--- config.mk ---
export PLATFORM = sky130hd
export DESIGN_NAME = tm1638_responder_flat
export DESIGN_NICKNAME = d
export VERILOG_FILES = /design/src/rtl/tm1638_pkg.sv /design/src/rtl/tm1638_responder_if.sv /design/src/rtl/spi_input_sync.sv /design/src/rtl/tm1638_responder.sv /design/src/flat_wrapper.sv
export SDC_FILE = /design/constraint.sdc
export NUM_CORES = 1
export LEC_CHECK = 0
export CORE_UTILIZATION = 36
export DETAILED_ROUTE_END_ITERATION = 8
export PLACE_DENSITY_LB_ADDON = 0.05
export SLEW_MARGIN = 0
export SYNTH_ARGS = -nofsm -noshare
export SYNTH_HDL_FRONTEND = slang
export SYNTH_SLANG_ARGS = --single-unit
export TNS_END_PERCENT = 1
--- constraint.sdc ---
create_clock -name clk -period 7.4 [get_ports clk]
set_input_delay 1.48 -clock clk [delete_from_list [all_inputs] [get_ports clk]]
set_output_delay 1.48 -clock clk [all_outputs]
set_load 0.05 [all_outputs]
--- src/rtl/tm1638_pkg.sv ---
// TM1638 command encodings, default sizes and responder state type.
// Shared between the TM1638 initiator and responder.
package tm1638_pkg;

   localparam int TM_LED_BYTES = 16;
   localparam int TM_IN_BYTES  = 4;

   localparam logic [1:0] CMD_NONE    = 2'b00;
   localparam logic [1:0] CMD_DATA    = 2'b01;
   localparam logic [1:0] CMD_DISPLAY = 2'b10;
   localparam logic [1:0] CMD_ADDRESS = 2'b11;

   localparam int BIT_READ  = 1;
   localparam int BIT_FIXED = 2;
   localparam int BIT_ON    = 3;

   typedef enum logic [2:0] {
      ST_IDLE,
      ST_CMD,
      ST_WR_DATA,
      ST_RD_DATA,
      ST_IGNORE
   } tm_state_e;

   function automatic logic [1:0] cmd_field(input logic [7:0] cmd);
      return cmd[7:6];
   endfunction

endpackage

--- src/rtl/tm1638_responder_if.sv ---
// Three-wire TM1638 link; dio is split into input, output and output enable.
interface tm1638_responder_if;
   logic sck;
   logic cs;
   logic dio_i;
   logic dio_o;
   logic dio_e;

   modport master (output sck, output cs, output dio_i, input dio_o, input dio_e);
   modport slave  (input sck, input cs, input dio_i, output dio_o, output dio_e);
endinterface

--- src/rtl/spi_input_sync.sv ---
// Synchronizes sck/cs/dio_i into clk and produces single-cycle edge pulses.
module spi_input_sync #(
   parameter int SYNC_STAGES = 2
) (
   input  logic clk,
   input  logic rst_n,
   input  logic sck,
   input  logic cs,
   input  logic dio_i,
   output logic sck_rise,
   output logic sck_fall,
   output logic cs_rise,
   output logic cs_fall,
   output logic dio_s
);

   logic [SYNC_STAGES-1:0] sck_ff;
   logic [SYNC_STAGES-1:0] cs_ff;
   logic [SYNC_STAGES-1:0] dio_ff;
   logic                   sck_q;
   logic                   cs_q;

   // Idle levels are high, so reset to 1 to avoid false edges at release.
   always_ff @(posedge clk or negedge rst_n) begin
      if (!rst_n) begin
         sck_ff <= '1;
         cs_ff  <= '1;
         dio_ff <= '1;
         sck_q  <= 1'b1;
         cs_q   <= 1'b1;
      end else begin
         sck_ff <= {sck_ff[SYNC_STAGES-2:0], sck};
         cs_ff  <= {cs_ff[SYNC_STAGES-2:0], cs};
         dio_ff <= {dio_ff[SYNC_STAGES-2:0], dio_i};
         sck_q  <= sck_ff[SYNC_STAGES-1];
         cs_q   <= cs_ff[SYNC_STAGES-1];
      end
   end

   assign sck_rise = sck_ff[SYNC_STAGES-1] & ~sck_q;
   assign sck_fall = ~sck_ff[SYNC_STAGES-1] & sck_q;
   assign cs_rise  = cs_ff[SYNC_STAGES-1] & ~cs_q;
   assign cs_fall  = ~cs_ff[SYNC_STAGES-1] & cs_q;
   assign dio_s    = dio_ff[SYNC_STAGES-1];

endmodule

--- src/rtl/tm1638_responder.sv ---
// TM1638 peripheral emulator: decodes initiator commands into display memory
// and display control, and shifts key-scan bytes out on read commands.
//
// state      | meaning
// -----------+-----------------------------------------------------------
// ST_IDLE    | cs high, waiting for cs fall
// ST_CMD     | collecting the command byte
// ST_WR_DATA | after address set; each byte goes to display memory
// ST_RD_DATA | shifting key bytes out on sck falling edges
// ST_IGNORE  | frame content ignored until cs rises
module tm1638_responder
   import tm1638_pkg::*;
#(
   parameter int NUM_LED_BYTES = TM_LED_BYTES,
   parameter int IN_BYTES      = TM_IN_BYTES,
   parameter int SYNC_STAGES   = 2
) (
   input  logic                          clk,
   input  logic                          reset_n,
   tm1638_responder_if.slave             bus,
   output logic [NUM_LED_BYTES-1:0][7:0] tm1638_mem,
   output logic                          display_on,
   output logic [2:0]                    brightness,
   input  logic [IN_BYTES-1:0][7:0]      tm1638_keys,
   output logic                          mem_update,
   output logic                          key_read
);

   localparam int RD_BITS = IN_BYTES * 8;
   localparam int RC_W    = $clog2(RD_BITS + 1);

   logic [1:0]         rst_sync;
   logic               rst_n;
   logic               sck_rise, sck_fall, cs_rise, cs_fall, dio_s;
   tm_state_e          state;
   logic [2:0]         bit_cnt;
   logic [6:0]         shift_in;
   logic [7:0]         byte_in;
   logic               rd_mode;
   logic               fixed_mode;
   logic [3:0]         addr;
   logic [RD_BITS-1:0] key_sr;
   logic [RC_W-1:0]    rd_cnt;
   logic               dio_o_q;
   logic               dio_e_q;

   // Reset asserts immediately, releases synchronously to clk.
   always_ff @(posedge clk or negedge reset_n) begin
      if (!reset_n) rst_sync <= 2'b00;
      else          rst_sync <= {rst_sync[0], 1'b1};
   end
   assign rst_n = rst_sync[1];

   spi_input_sync #(.SYNC_STAGES(SYNC_STAGES)) u_sync (
      .clk      (clk),
      .rst_n    (rst_n),
      .sck      (bus.sck),
      .cs       (bus.cs),
      .dio_i    (bus.dio_i),
      .sck_rise (sck_rise),
      .sck_fall (sck_fall),
      .cs_rise  (cs_rise),
      .cs_fall  (cs_fall),
      .dio_s    (dio_s)
   );

   // LSB first: the newest bit enters at the top of the byte.
   assign byte_in = {dio_s, shift_in};

   always_ff @(posedge clk or negedge rst_n) begin
      if (!rst_n) begin
         state      <= ST_IDLE;
         bit_cnt    <= '0;
         shift_in   <= '0;
         rd_mode    <= 1'b0;
         fixed_mode <= 1'b0;
         addr       <= '0;
         key_sr     <= '0;
         rd_cnt     <= '0;
         dio_o_q    <= 1'b1;
         dio_e_q    <= 1'b0;
         tm1638_mem <= '0;
         display_on <= 1'b0;
         brightness <= '0;
         mem_update <= 1'b0;
         key_read   <= 1'b0;
      end else begin
         mem_update <= 1'b0;
         key_read   <= 1'b0;
         if (cs_rise) begin
            state   <= ST_IDLE;
            bit_cnt <= '0;
            dio_e_q <= 1'b0;
            dio_o_q <= 1'b1;
         end else begin
            case (state)
               ST_IDLE: begin
                  if (cs_fall) begin
                     state   <= ST_CMD;
                     bit_cnt <= '0;
                  end
               end
               ST_CMD: begin
                  if (sck_rise) begin
                     shift_in <= byte_in[7:1];
                     bit_cnt  <= bit_cnt + 3'd1;
                     if (bit_cnt == 3'd7) begin
                        case (cmd_field(byte_in))
                           CMD_DATA: begin
                              rd_mode    <= byte_in[BIT_READ];
                              fixed_mode <= byte_in[BIT_FIXED];
                              if (byte_in[BIT_READ]) begin
                                 key_sr   <= tm1638_keys;
                                 key_read <= 1'b1;
                                 rd_cnt   <= '0;
                                 state    <= ST_RD_DATA;
                              end else begin
                                 state <= ST_IGNORE;
                              end
                           end
                           CMD_DISPLAY: begin
                              display_on <= byte_in[BIT_ON];
                              brightness <= byte_in[2:0];
                              state      <= ST_IGNORE;
                           end
                           CMD_ADDRESS: begin
                              addr  <= byte_in[3:0];
                              state <= ST_WR_DATA;
                           end
                           default: state <= ST_IGNORE;
                        endcase
                     end
                  end
               end
               ST_WR_DATA: begin
                  if (sck_rise) begin
                     shift_in <= byte_in[7:1];
                     bit_cnt  <= bit_cnt + 3'd1;
                     if (bit_cnt == 3'd7 && !rd_mode) begin
                        tm1638_mem[addr] <= byte_in;
                        mem_update       <= 1'b1;
                        if (!fixed_mode) addr <= addr + 4'd1;
                     end
                  end
               end
               ST_RD_DATA: begin
                  if (sck_fall && rd_cnt != RC_W'(RD_BITS)) begin
                     dio_e_q <= 1'b1;
                     dio_o_q <= key_sr[0];
                     key_sr  <= key_sr >> 1;
                     rd_cnt  <= rd_cnt + RC_W'(1);
                  end else if (sck_rise && rd_cnt == RC_W'(RD_BITS)) begin
                     dio_e_q <= 1'b0;
                     dio_o_q <= 1'b1;
                     state   <= ST_IGNORE;
                  end
               end
               ST_IGNORE: ;
               default: state <= ST_IDLE;
            endcase
         end
      end
   end

   assign bus.dio_o = dio_o_q;
   assign bus.dio_e = dio_e_q;

endmodule
--- src/flat_wrapper.sv ---
// flat-port wrapper written by rule: the top's interface ports become plain ports
module tm1638_responder_flat import tm1638_pkg::*;
#(
   parameter int NUM_LED_BYTES = TM_LED_BYTES,
   parameter int IN_BYTES      = TM_IN_BYTES,
   parameter int SYNC_STAGES   = 2
)
  (clk, reset_n, tm1638_mem, display_on, brightness, tm1638_keys, mem_update, key_read, bus_sck, bus_cs, bus_dio_i, bus_dio_o, bus_dio_e);
  tm1638_responder_if bus_i ();
  input  logic clk;
  input  logic reset_n;
  output logic [NUM_LED_BYTES-1:0][7:0] tm1638_mem;
  output logic display_on;
  output logic [2:0] brightness;
  input  logic [IN_BYTES-1:0][7:0] tm1638_keys;
  output logic mem_update;
  output logic key_read;
  input wire logic [$bits(bus_i.sck)-1:0] bus_sck;
  input wire logic [$bits(bus_i.cs)-1:0] bus_cs;
  input wire logic [$bits(bus_i.dio_i)-1:0] bus_dio_i;
  output wire logic [$bits(bus_i.dio_o)-1:0] bus_dio_o;
  output wire logic [$bits(bus_i.dio_e)-1:0] bus_dio_e;
  assign bus_i.sck = bus_sck;
  assign bus_i.cs = bus_cs;
  assign bus_i.dio_i = bus_dio_i;
  assign bus_dio_o = bus_i.dio_o;
  assign bus_dio_e = bus_i.dio_e;
  tm1638_responder #(.NUM_LED_BYTES(NUM_LED_BYTES), .IN_BYTES(IN_BYTES), .SYNC_STAGES(SYNC_STAGES)) u_core (.clk(clk), .reset_n(reset_n), .bus(bus_i), .tm1638_mem(tm1638_mem), .display_on(display_on), .brightness(brightness), .tm1638_keys(tm1638_keys), .mem_update(mem_update), .key_read(key_read));
endmodule
==> flow_summary_export.csv, run 1 <==
group,metric,value,unit
worst_setup_path,maximum_net_fanout_on_the_critical_path,2,
cts,numClockSinks,203,
synth,ys_seq_elements,203,
global_routing,grt_antenna_before_repair,0,
worst_setup_path,critical-path-top-delay-family,"buffers and inverters",
global_routing,grt.busiest_layer,"met2",
synth,synth.largest_area_cell,"sky130_fd_sc_hd__dfrtp_1",
synth,yosys.area_share.simple,7.07,%
global_routing,overflow,0,
worst_setup_path,crit_chain,"clkdlybuf4s50_1",
synth,synth-edff-count,0,
synth,yosys.area_share.xor_xnor,0.203,%
detailed_routing,detail_route.wirelength,20400,um
timing,worst_slew_margin_rel,38.7,%
global_routing,grt_pass1_wl,32500,um
detailed_routing,avgRoutedWirePerCell,18.7,um
placed_design,globalplace.congestion,0.763,
timing,post-route-min-period,3310,ps
cts,cts_tree,"done",
die,num_rows,56,
outcome,outcome,"finished clean",
detailed_routing,drtIter0Drc,151,
synth,synth_largest_type_area_fraction,56.2,%
finish,core_occupancy_in_the_finished_layout,48.6,%
timing,worst-slew-pin-transition,919,ps
cts,ctsResizeCount,0,
synth,synth_top_family_by_area,"multiplexers",
cts,worst_setup_hold_path_clk_slew,60,ps
power,share_clk_of_total_power,42.8,%
finish,finalNetCount,799,
worst_setup_path,critical-path-slowest-cell,"sky130_fd_sc_hd__clkdlybuf4s50_1",
power,power.share.sequential,48.3,%
placed_design,dp.final_hpwl,13400,um
power,switching_share,25.7,%
cts,clock_tree.buffer_depth,3,
global_routing,via_count_of_the_first_global_routing_pass,5714,
worst_setup_path,worst-setup-path-type,"reg -> out",
power,cell_internal_pwr,2.06,mW
synth,postSynthCellCount,585,
power,vdd.ir_drop.worst,0.132,mV
detailed_routing,drt_pass1_iterations,4,
die,die_area,24600,um2
global_routing,global_route.usage.met2,28.9,%
timing,max_freq,302,MHz
die,floorplan.die.height,157,um
synth,synth.lib_cells_used.distinct,47,
timing,setup_repair_after_global_routing_missed_its_margin,"no",
synth,synth_compound_gate_area_share,2.39,%
power,total_power,2.78,mW
cts,postCtsSetupRepairBufs,0,
synth,syn_avg_cell_area,14.8,um2
cts,cts.hold.buffers_added,0,
hold_path,timing.hold.worst_endpoint,"u_core.u_sync.cs_ff[1]",
worst_setup_path,crit_path_start,"u_core.bus.dio_o",
finish,insertedDiodeCount,0,
die,die_w,157,um
cts,clock_tree.root_cell,"sky130_fd_sc_hd__clkbuf_16",
hold_path,min-delay-start,"u_core.u_sync.cs_ff[0]",
synth,post_synth_main_area_contributors,"sky130_fd_sc_hd__dfrtp_1, sky130_fd_sc_hd__mux2_2, sky130_fd_sc_hd__dfstp_2",
global_routing,globalRouteTotalUtil,17.1,%
detailed_routing,drt.antenna.violating_nets,0,
global_routing,grt_max_degree,141,
die,ios,173,
hold_path,worstHoldPathType,"reg -> reg",
timing,final_hold_viol_count,0,
finish,fillerInstances,2087,
synth,share_of_synthesized_area_spent_on_multiplexers,27.4,%
finish,final_design_area_no_fill,11400,um2
synth,mappedNetlistArea,8640,um2
placed_design,port_buffers,172,
timing,timing.final.crit_share,44.7,%
worst_setup_path,start_kind,"flip-flop",
synth,yosysWarnings,0,
worst_setup_path,max_stage_delay,790,ps
global_routing,grt_met1_use,21.4,%
flow_run,drv_cap,0,
worst_setup_path,r2r_end,"u_core.key_sr[16]",
hold_path,worst_hold_path.num_cells,0,
worst_setup_path,worst-endpoint-required,5920,ps
worst_setup_path,endpoint_kind,"output port",
power,power-per-cell-area,243,nW/um2
finish,multi_input_comb_area,3310,um2
worst_setup_path,r2r_setup_slack,4680,ps
die,initial_core_util,36.8,%
power,cellLeakagePower,5.42,nW
detailed_routing,detail_route.drc_violations,0,
worst_setup_path,worst_r2r_path_depth,7,
global_routing,groute.layer.met3.usage,5.04,%
power,power_frac_comb,8.9,%
synth,synth-main-ff-cell,"sky130_fd_sc_hd__dfrtp_1",
finish,flow.area_growth_from_synthesis,32.2,%
synth,postSynth.asyncResetShare,100,%
timing,worst_hold_margin,358,ps
worst_setup_path,path_buf_inv,1,
timing,clock-skew-final,6.90,ps
timing,setup_tns,0,ps
timing,drv_slew,0,
die,core_area,23500,um2
cts,clock_tree.htree_level_count,1,
finish,final-seq-area,5090,um2
worst_setup_path,cp_data_arrival_time,1830,ps
synth,synth_fa_ha_area_share,1.16,%
power,power.net_switching,0.713,mW
timing,final_number_of_setup_violating_endpoints,0,
worst_setup_path,r2r_start,"u_core.state[2]",
synth,syn-num-nets,630,
synth,ys_seq_area_share,58.9,%
finish,post_route_cells_drive_above_1_share,35.8,%
cts,clk_latency,510,ps
placed_design,placed_area,10600,um2
detailed_routing,num_vias,5256,
cts,cts_made_buffers,24,
detailed_routing,avgViaCountPerCell,4.82,
==> through the flow <==
step | setup slack, ps | std cells
2_1_floorplan | 1340 | 585
3_3_place_gp | 4610 | 1047
3_5_place_dp | 4610 | 1047
4_1_cts | 4070 | 1091
5_1_grt | 4050 | 1091
6_report | 4090 | 1091
==> Yosys cell counts (all sizes together), types with 6 or more instances <==
library cell  count
mux2            204
dfrtp           194
nand2            26
clkbuf           20
buf              13
o21ai            12
nand3            11
inv              10
nor2             10
dfstp             9
a21oi             8
ha                8
mux2i             7
and2              6
nor2b             6
==> cell usage in the layout (no fill, tap or decap), types with 5 or more instances in the layout <==
master	instances
sky130_fd_sc_hd__nor2b_1	6
sky130_fd_sc_hd__a21oi_1	8
sky130_fd_sc_hd__ha_1	8
sky130_fd_sc_hd__o21ai_0	12
sky130_fd_sc_hd__nand3_1	7
sky130_fd_sc_hd__mux2_2	200
sky130_fd_sc_hd__clkinv_2	7
sky130_fd_sc_hd__clkbuf_8	5
sky130_fd_sc_hd__nand2_4	12
sky130_fd_sc_hd__dfstp_2	9
sky130_fd_sc_hd__clkdlybuf4s50_1	172
sky130_fd_sc_hd__nand2b_1	5
sky130_fd_sc_hd__inv_1	10
sky130_fd_sc_hd__mux2i_1	7
sky130_fd_sc_hd__dfrtp_1	193
sky130_fd_sc_hd__clkbuf_16	25
sky130_fd_sc_hd__nand2_1	14
sky130_fd_sc_hd__and2_1	6
sky130_fd_sc_hd__nor2_1	10
==> state kept, by name, summed over array words and instances, names as in the netlist, 3 cells and up <==
signal             count
u_core.addr            4
u_core.bit_cnt         3
u_core.brightness      3
u_core.key_sr         32
u_core.rd_cnt          6
u_core.shift_in        7
u_core.state           3
u_core.tm1638_mem    128
==> power by group through the flow <==
stage | registers, mW | clock network (mW) | logic [mW]
5_1_grt | 1.37 | 1.27 | 0.273
3_5_place_dp | 1.37 | 0 | 0.250
3_3_place_gp | 1.36 | 0 | 0.240
6_report | 1.34 | 1.19 | 0.246
4_1_cts | 1.35 | 1.23 | 0.252
2_1_floorplan | 1.27 | 0 | 0.225
==> metal layers <==
metal / wire length [um] / up-vias
met4: 343 / 0
met1: 8670 / 2717
met5: 0 / -
met2: 10000 / 117
met3: 1400 / 28
li1: - / 2394
==> cell type report <==
cell class,count,share of cell area (%)
well taps,319,3.50
flip-flops and latches,203,44.6
multi-input cells,339,29.0
inverters,10,0.329
repair buffers,176,15.5
clock buffers,34,6.22
clock inverters,10,0.910
==> kinds of logic (layout without fill, tap and decap cells) <==
logic type	Yosys count	in the layout
other	1	1
adder cells (fa/ha/maj)	8	8
AO/OA/AOI/OAI	33	33
XOR/XNOR	2	2
multiplexers	211	211
flip-flops	203	203
buffers and inverters	43	230
AND/OR/NAND/NOR	84	84
==> how the worst max path moves through the flow <==
stage / endpoint / depth (start not counted)
floorplan: u_core.addr[0] / 0
global placement: bus_dio_o / 1
detailed placement: bus_dio_o / 1
CTS: bus_dio_o / 1
global route: bus_dio_o / 1
finish: bus_dio_o / 1
Note: power is estimated with default switching activity, not from simulation.
==> inputs of run 2 (changes only) <==
==> constraint.sdc (replaced) <==
create_clock -name clk -period 2.73 [get_ports clk]
set_input_delay 0.546 -clock clk [delete_from_list [all_inputs] [get_ports clk]]
set_output_delay 0.546 -clock clk [all_outputs]
set_load 0.05 [all_outputs]
==> run 2 against run 1 <==
Via count is 1.3% higher. Sequential share of layout area is 0.92 points lower. Combinational power grew to 3.2 times the previous value. Critical path type is now reg -> reg. Critical endpoint is now u_core.tm1638_mem[121]. Largest cell class unchanged. Highest routed layer unchanged.
==> flow_summary_export.csv, run 2 (synthesized netlist as in run 1, its figures left out) <==
group,metric,value,unit
die,num_rows,56,
placed_design,dp.final_hpwl,14300,um
timing,final_number_of_setup_violating_endpoints,0,
finish,final-seq-area,5090,um2
worst_setup_path,r2r_setup_slack,220,ps
global_routing,grt_max_degree,49,
detailed_routing,detail_route.drc_violations,0,
finish,largest-register,"u_core.tm1638_mem",
timing,worst_slew_margin_rel,39.4,%
timing,post-route-min-period,2510,ps
die,die_area,24600,um2
timing,max_freq,399,MHz
cts,numClockSinks,203,
global_routing,global_route.usage.met2,29.6,%
placed_design,post-place-ws,222,ps
finish,layout.cells.most_common,"sky130_fd_sc_hd__mux2_2",
timing,worst_slack,224,ps
timing,timing.final.crit_share,91.8,%
detailed_routing,num_vias,5323,
timing,drv_slew,0,
global_routing,grt_met1_use,22.3,%
worst_setup_path,worst-endpoint-required,3120,ps
die,core_area,23500,um2
cts,postCtsSetupRepairBufs,0,
finish,insertedDiodeCount,0,
global_routing,groute.layer.met3.usage,5.12,%
finish,post_route_cells_drive_above_1_share,37.2,%
detailed_routing,avgRoutedWirePerCell,19.2,um
hold_path,worstHoldPathType,"in -> async",
global_routing,globalRouteTotalUtil,17.7,%
worst_setup_path,cp_data_arrival_time,2890,ps
finish,flow.area_growth_from_synthesis,35.0,%
power,cellLeakagePower,5.55,nW
placed_design,port_buffers,172,
finish,finalNetCount,812,
finish,fillerInstances,2043,
global_routing,grt.busiest_layer,"met2",
finish,multi_input_comb_area,3310,um2
timing,setup_tns,0,ps
worst_setup_path,endpoint_kind,"flip-flop",
detailed_routing,detail_route.wirelength,21200,um
cts,worst_setup_hold_path_clk_slew,60,ps
cts,cts.hold.buffers_added,0,
finish,largest_reg_flops,128,
die,die_w,157,um
finish,layout_common_cells,"sky130_fd_sc_hd__mux2_2, sky130_fd_sc_hd__dfrtp_1, sky130_fd_sc_hd__clkdlybuf4s50_1",
placed_design,globalplace.congestion,0.802,
detailed_routing,drt_pass1_iterations,6,
cts,clock_tree.root_cell,"sky130_fd_sc_hd__clkbuf_16",
flow_run,drv_cap,0,
power,power-per-cell-area,677,nW/um2
cts,clock_tree.htree_level_count,1,
cts,clock_tree.buffer_depth,3,
detailed_routing,drtIter0Drc,176,
worst_setup_path,r2r_start,"u_core.bit_cnt[0]",
cts,ctsResizeCount,0,
detailed_routing,drt.antenna.violating_nets,0,
detailed_routing,avgViaCountPerCell,4.82,
worst_setup_path,r2r_end,"u_core.tm1638_mem[121]",
global_routing,via_count_of_the_first_global_routing_pass,5780,
timing,worst-slew-pin-transition,909,ps
power,vdd.ir_drop.worst,0.519,mV
timing,clock-skew-final,7.42,ps
cts,clk_latency,500,ps
worst_setup_path,maximum_net_fanout_on_the_critical_path,8,
global_routing,grt_pass1_wl,33300,um
timing,setup_repair_after_global_routing_missed_its_margin,"no",
cts,cts_made_buffers,24,
outcome,outcome,"finished clean",
die,initial_core_util,36.8,%
worst_setup_path,worst-setup-path-type,"reg -> reg",
global_routing,overflow,0,
finish,largest_registers,"u_core.tm1638_mem x128, u_core.key_sr x32, u_core.shift_in x7",
finish,core_occupancy_in_the_finished_layout,49.7,%
cts,cts_tree,"done",
die,ios,173,
global_routing,grt_antenna_before_repair,0,
timing,worst_hold_margin,201,ps
timing,final_hold_viol_count,0,
worst_setup_path,start_kind,"flip-flop",
die,floorplan.die.height,157,um
worst_setup_path,worst_r2r_path_depth,7,
==> run 2: cell types whose count changed in the layout (fill, tap and decap cells not counted) <==
cell	change
sky130_fd_sc_hd__buf_12	+4
sky130_fd_sc_hd__buf_4	+9
sky130_fd_sc_hd__bufinv_16	+2
sky130_fd_sc_hd__clkbuf_1	-3
sky130_fd_sc_hd__clkbuf_8	+5
sky130_fd_sc_hd__clkinv_2	-3
sky130_fd_sc_hd__clkinv_4	-1
==> run 2: power breakdown <==
part | switching (mW) | internal [mW]
clock network | 1.22 | 2.31
logic | 0.396 | 0.399
registers | 0.341 | 3.23
total | 1.96 | 5.93
==> run 2: cell type report <==
class / count / area share [%]
sequential: 203 / 43.7
multi-input combinational: 339 / 28.4
timing repair buffer: 189 / 16.4
clock buffer: 36 / 6.58
tap: 319 / 3.42
clock inverter: 8 / 1.20
inverter: 10 / 0.322
==> run 2: metal layers <==
| metal | wire length, um | vias up |
|---|---|---|
| li1 | - | 2435 |
| met1 | 9040 | 2712 |
| met2 | 10200 | 144 |
| met3 | 1480 | 32 |
| met4 | 434 | 0 |
| met5 | 0 | - |
==> run 2: through the flow <==
stage | instances | power [mW] | instance area (um2)
CTS | 1104 | 8.03 | 11700
global placement | 1060 | 4.40 | 10700
finish | 1104 | 7.89 | 11700
floorplan | 585 | 4.05 | 8640
detailed placement | 1060 | 4.45 | 10700
global route | 1104 | 8.26 | 11700
==> run 2: worst max-delay path by stage <==
stage | startpoint | endpoint | slack, ps | cells past startpoint
finish | u_core.bit_cnt[0] | u_core.tm1638_mem[121] | 220 | 7
global route | u_core.bit_cnt[0] | u_core.tm1638_mem[116] | 90 | 7
CTS | u_core.bit_cnt[0] | u_core.tm1638_mem[126] | 200 | 7
detailed placement | u_core.bit_cnt[0] | u_core.tm1638_mem[121] | 220 | 7
global placement | u_core.bit_cnt[0] | u_core.tm1638_mem[114] | 290 | 7
floorplan | u_core.bit_cnt[0] | u_core.key_sr[24] | 500 | 9
==> run 2: critical path, cell delays in order, from the launching register on <==
cell and delay [ps]:
sky130_fd_sc_hd__dfrtp_1 370, sky130_fd_sc_hd__ha_1 160, sky130_fd_sc_hd__ha_1 160, sky130_fd_sc_hd__nand3b_1 250, sky130_fd_sc_hd__nor4_4 440, sky130_fd_sc_hd__and2_1 460, sky130_fd_sc_hd__nand3_4 210, sky130_fd_sc_hd__mux2_2 340
